==> src/rtl/qspi_tx_serializer.sv <==
// qspi_tx_serializer: drain side of the 32-bit TX FIFO. Pops words and shifts them
// out MSB first on IO0 (single) or IO[3:0] (quad), with SCLK in SPI mode 0.
// Build option: define ENDIAN_SWAP_EN to send byte 0 of each FIFO word first.
module qspi_tx_serializer #(
    parameter int unsigned CLK_DIV = 2
) (
    input  logic        clk,
    input  logic        rst,
    input  logic        start,
    input  logic        quad,
    input  logic [8:0]  word_count,
    input  logic        fifo_empty,
    input  logic [31:0] fifo_data,
    output logic        fifo_rd_en,
    output logic        sclk,
    output logic [3:0]  io_out,
    output logic [3:0]  io_oe,
    output logic        busy,
    output logic        done,
    output logic        underrun
);

    typedef enum logic [2:0] {
        S_IDLE  = 3'd0,
        S_FETCH = 3'd1,
        S_LOAD  = 3'd2,
        S_SHIFT = 3'd3,
        S_DONE  = 3'd4
    } state_t;

    localparam logic [7:0] DIV_LAST = 8'(CLK_DIV - 1);

    state_t      state_q, state_d;
    logic        quad_q, quad_d;
    logic [8:0]  remain_q, remain_d;
    logic [31:0] sr_q, sr_d;
    logic [4:0]  slot_q, slot_d;
    logic [7:0]  div_q, div_d;
    logic        sclk_q, sclk_d;
    logic        underrun_q, underrun_d;
    logic [31:0] load_word;
    logic [4:0]  last_slot;

`ifdef ENDIAN_SWAP_EN
    assign load_word = {fifo_data[7:0], fifo_data[15:8], fifo_data[23:16], fifo_data[31:24]};
`else
    assign load_word = fifo_data;
`endif

    assign last_slot = quad_q ? 5'd7 : 5'd31;

    // The final slot of a word is not shifted away, so io_out holds through FETCH.
    assign io_out   = quad_q ? sr_q[31:28] : {3'b000, sr_q[31]};
    assign sclk     = sclk_q;
    assign underrun = underrun_q;

    // State register and datapath flops
    always_ff @(posedge clk) begin
        if (rst) begin
            state_q    <= S_IDLE;
            quad_q     <= 1'b0;
            remain_q   <= '0;
            sr_q       <= '0;
            slot_q     <= '0;
            div_q      <= '0;
            sclk_q     <= 1'b0;
            underrun_q <= 1'b0;
        end else begin
            state_q    <= state_d;
            quad_q     <= quad_d;
            remain_q   <= remain_d;
            sr_q       <= sr_d;
            slot_q     <= slot_d;
            div_q      <= div_d;
            sclk_q     <= sclk_d;
            underrun_q <= underrun_d;
        end
    end

    // Next-state, SCLK generation, shifting and handshake outputs
    always_comb begin
        state_d    = state_q;
        quad_d     = quad_q;
        remain_d   = remain_q;
        sr_d       = sr_q;
        slot_d     = slot_q;
        div_d      = div_q;
        sclk_d     = sclk_q;
        underrun_d = underrun_q;
        fifo_rd_en = 1'b0;
        busy       = 1'b0;
        done       = 1'b0;
        io_oe      = 4'b0000;

        case (state_q)
            S_IDLE: begin
                if (start) begin
                    underrun_d = 1'b0;
                    if (word_count != 9'd0) begin
                        quad_d   = quad;
                        remain_d = word_count;
                        state_d  = S_FETCH;
                    end else begin
                        state_d = S_DONE;
                    end
                end
            end
            S_FETCH: begin
                busy = 1'b1;
                if (!fifo_empty) begin
                    fifo_rd_en = 1'b1;
                    state_d    = S_LOAD;
                end else begin
                    underrun_d = 1'b1;
                end
            end
            S_LOAD: begin
                busy    = 1'b1;
                sr_d    = load_word;
                slot_d  = '0;
                div_d   = '0;
                sclk_d  = 1'b0;
                state_d = S_SHIFT;
            end
            S_SHIFT: begin
                busy  = 1'b1;
                div_d = div_q + 8'd1;
                if (div_q == DIV_LAST) begin
                    div_d = '0;
                    if (!sclk_q) begin
                        sclk_d = 1'b1;
                    end else begin
                        sclk_d = 1'b0;
                        if (slot_q == last_slot) begin
                            slot_d   = '0;
                            remain_d = remain_q - 9'd1;
                            state_d  = (remain_q == 9'd1) ? S_DONE : S_FETCH;
                        end else begin
                            slot_d = slot_q + 5'd1;
                            sr_d   = quad_q ? {sr_q[27:0], 4'b0000} : {sr_q[30:0], 1'b0};
                        end
                    end
                end
            end
            S_DONE: begin
                done    = 1'b1;
                state_d = S_IDLE;
            end
            default: begin
                state_d = S_IDLE;
            end
        endcase

        if (busy) begin
            io_oe = quad_q ? 4'b1111 : 4'b0001;
        end
    end

endmodule

==> config.mk <==
export PLATFORM = sky130hd
export DESIGN_NAME = qspi_tx_serializer
export DESIGN_NICKNAME = d
export VERILOG_FILES = /design/src/rtl/qspi_tx_serializer.sv
export SDC_FILE = /design/constraint.sdc
export NUM_CORES = 1
export LEC_CHECK = 0
export CELL_PAD_IN_SITES_DETAIL_PLACEMENT = 2
export CELL_PAD_IN_SITES_GLOBAL_PLACEMENT = 2
export CORE_MARGIN = 4
export CORE_UTILIZATION = 32
export CTS_CLUSTER_DIAMETER = 50
export DETAILED_ROUTE_END_ITERATION = 7
export PLACE_DENSITY_LB_ADDON = 0.1
export RECOVER_POWER = 50
export SETUP_SLACK_MARGIN = 0.1
export SLEW_MARGIN = 20
export SYNTH_ARGS = -nofsm -noshare
export SYNTH_HDL_FRONTEND = slang
export SYNTH_SLANG_ARGS = --single-unit
==> constraint.sdc <==
create_clock -name clk -period 2.57 [get_ports clk]
set_input_delay 0.771 -clock clk [delete_from_list [all_inputs] [get_ports clk]]
set_output_delay 0.771 -clock clk [all_outputs]
set_load 0.02 [all_outputs]
==> reports/summary.txt <==
Run status - finished clean
Register-to-Register Path Depth - 7
Final setup fails - 0
Number of clock buffers inserted by TritonCTS - 9
Post-synthesis async set-or-reset flop share - 0%
Number of post-CTS setup repair buffers - 0
Clk Latency, worst-skew pair - 0.32 ns
Routed via count - 3332
DIE AREA - 13000 sq um
Clock slew seen by the registers of the worst setup and hold paths - 0.05 ns
Number of register bits inferred by synthesis - 60
Vias per Instance - 5.36
Min cycle time layout - 2.41 ns
Pwr Density - 563 nW/um^2
Effective utilization at floorplan - 32.9%
Share of the clock period used by the worst path after layout - 93.9%
Top-level port count - 59
Leading register cell type out of synthesis - sky130_fd_sc_hd__dfxtp_1
Distinct cell type count of the synthesized netlist - 55
Post-layout instance area - 4640 sq um
Number of synthesized flops with an enable pin - 0
Clock tree skew after final layout - 0.00469 ns
Cell leakage power - 1.78 nW
Startpoint kind of the worst setup timing path - primary input
Post-detailed-route count of antenna-violating nets - 0
Detailed-placement wirelength estimate - 7.76 mm
Site row count - 38
Number of clock sinks seen by CTS - 60
Routability congestion estimate - 0.752
All-layer global routing usage - 17.7%
Number of design rule violations left after detail routing - 0
Antenna diode count - 0
Data arrival at the endpoint of the critical path - 2.62 ns
Sequential cell area - 1200 sq um
Synth Area per Inst - 8.51 sq um
Input/output buffers - 58
CTS tree - built
Maximum VDD drop - 0.364 mV
Data required time of the worst path - 2.78 ns
Drt first-iter violations - 105
Hold Vio Cnt, Final - 0
Peak fanout along the critical path - 5
Worst Hold Path Cells - 2
Final WL - 10.8 mm
Layout overhead on the synthesized area - 28.9%
Antenna violations before repair - 0
Portion of the post-synthesis area used by sequential elements - 33.4%
Global route total overflow - 0
Post-DP Area - 4380 sq um
Routed length per placed instance - 17.4 um
# resized after CTS - 5
Count of yosys warnings during synthesis - 0
Multi-input combinational cell area - 2240 sq um
Drt first pass iters - 4
Rel. slew slack - 45.4%
Width of the chip - 114 um
Hold Worst Slack - 0.478 ns
CTS HTree Levels - 3
Layout Nets - 529
Core box area - 10900 sq um
Wire length of the first global-routing pass - 18.5 mm
Number of buffers added to fix hold violations after cts - 0
Critical path start-end classification - primary input to flip-flop
Unrepaired setup endpoints after global routing - false
Clock Tree Buf Depth - 2
Fraction of layout instances using a drive strength above 1 - 11.0%
Cell area after synthesis - 3600 sq um
Max Cap Violations - 0
Vias in the first global route - 3714
Largest net degree at the start of global routing - 52
Die span in y - 114 um
Tot Pwr - 0.00261 W
Max frequency - 414 MHz
Kind of end point of the critical path - flip-flop
Master cell of the clock root buffer - sky130_fd_sc_hd__clkbuf_16
TNS Setup - 0 ns
Fill cell instance count of the final layout - 1210
Class of the tightest hold or removal check - flip-flop to flip-flop
Instance count of the mapped netlist - 423
Max-slew violation total from the final report - 0
Worst Tran Pin Value - 0.810 ns
Net count of the mapped netlist - 474
==> worst max-delay path, stage by stage <==
cell and delay (ns):
sky130_fd_sc_hd__dlygate4sd3_1 0.56, sky130_fd_sc_hd__nor4_1 0.37, sky130_fd_sc_hd__buf_4 0.18, sky130_fd_sc_hd__a31oi_1 0.14, sky130_fd_sc_hd__a21oi_4 0.23, sky130_fd_sc_hd__mux2_2 0.36
==> final cells by class <==
class                      count  share of cell area [%]
multi-input combinational    324                    48.4
sequential                    60                    26.0
timing repair buffer          78                    15.6
clock buffer                  13                    5.61
tap                          140                    3.78
inverter                       5                   0.405
clock inverter                 2                   0.216
==> path summary, 6_finish.rpt <==
path	startpoint	slack [ns]	end
worst max-delay path	word_count[2]	0.16	remain_q[6]
worst min-delay path	sr_q[24]	0.48	sr_q[24]
worst max register to register	div_q[1]	0.36	sr_q[19]
worst min register to register	sr_q[24]	0.48	sr_q[24]
==> per-stage QoR <==
stage | utilization [%] | cells | worst slack (ns)
after floorplan | - | 423 | 0.216
after global placement | 40.1 | 607 | -0.194
after detailed placement | 40.1 | 607 | -0.200
after CTS | 42.5 | 622 | 0.0861
after global routing | 42.4 | 622 | 0.0679
final | 42.4 | 622 | 0.156
==> sequential cells by signal (all words and copies together) (netlist names) <==
signal / count
div_q: 8
quad_q: 1
remain_q: 9
sclk: 1
slot_q: 5
sr_q: 32
state_q: 3
underrun: 1
==> power breakdown <==
part	total (W)	internal (W)	switching, W
Clock	0.00111	0.000696	0.000416
Sequential	0.00102	0.000976	0.0000478
Combinational	0.000472	0.000234	0.000238
Total	0.00261	0.00191	0.000703
==> cell usage after synthesis, drive strengths merged (5+ instances only) <==
master | count | area share, %
and2 | 6 | 1.0
a21oi | 10 | 1.7
dfxtp | 60 | 33
nor2 | 23 | 2.4
o211ai | 32 | 6.7
nor2b | 8 | 1.4
o21ai | 11 | 1.5
xnor2 | 7 | 1.7
clkbuf | 24 | 2.5
nand3b | 5 | 1.0
mux2 | 7 | 2.2
nor3 | 7 | 0.97
nand3 | 11 | 1.5
nand2 | 74 | 7.7
buf | 10 | 1.6
mux2i | 62 | 17
inv | 5 | 0.52
ha | 5 | 1.7
==> routing by layer <==
metal	part of all wire [%]	global-route usage (%)
met1	44	20.9
met2	52	32.2
met3	3.3	3.71
met5	0	0
met4	1.1	4.75
==> kinds of logic (layout without fill, tap and decap cells) <==
logic type               count (synthesis)  in the layout  share of synthesized area (%)
AO/OA/AOI/OAI                           81             81                           16.5
buffers and inverters                   39             98                           4.62
AND/OR/NAND/NOR                        161            161                           22.4
flip-flops                              60             60                           33.4
XOR/XNOR                                 8              8                           1.95
adder cells (fa/ha/maj)                  5              5                           1.74
multiplexers                            69             69                           19.4
==> layout by cell type (no fill, tap or decap), types with 3 or more instances in the layout <==
cell type | synthesis | routed
sky130_fd_sc_hd__clkdlybuf4s50_1 | 0 | 50
sky130_fd_sc_hd__dlygate4sd3_1 | 0 | 3
sky130_fd_sc_hd__nand3b_1 | 5 | 5
sky130_fd_sc_hd__a21boi_0 | 4 | 4
sky130_fd_sc_hd__a31oi_1 | 3 | 3
sky130_fd_sc_hd__nor3b_1 | 4 | 4
sky130_fd_sc_hd__o21ai_0 | 10 | 11
sky130_fd_sc_hd__and2_1 | 6 | 5
sky130_fd_sc_hd__o211ai_1 | 32 | 32
sky130_fd_sc_hd__and4_1 | 3 | 3
sky130_fd_sc_hd__buf_4 | 4 | 18
sky130_fd_sc_hd__o41ai_1 | 3 | 3
sky130_fd_sc_hd__clkbuf_16 | 0 | 9
sky130_fd_sc_hd__nor3_1 | 7 | 7
sky130_fd_sc_hd__nand3_1 | 11 | 11
sky130_fd_sc_hd__nand2_1 | 74 | 74
sky130_fd_sc_hd__dfxtp_1 | 60 | 59
sky130_fd_sc_hd__mux2i_1 | 62 | 62
sky130_fd_sc_hd__clkbuf_1 | 24 | 3
sky130_fd_sc_hd__nor4_1 | 4 | 4
sky130_fd_sc_hd__mux2_2 | 7 | 7
sky130_fd_sc_hd__ha_1 | 5 | 5
sky130_fd_sc_hd__a21oi_1 | 9 | 9
sky130_fd_sc_hd__nor2b_1 | 8 | 8
sky130_fd_sc_hd__nor2_1 | 23 | 23
sky130_fd_sc_hd__dlygate4sd2_1 | 0 | 3
sky130_fd_sc_hd__a211oi_1 | 3 | 3
sky130_fd_sc_hd__inv_1 | 5 | 4
sky130_fd_sc_hd__xnor2_1 | 7 | 7
(Power assumes the default switching activity.)
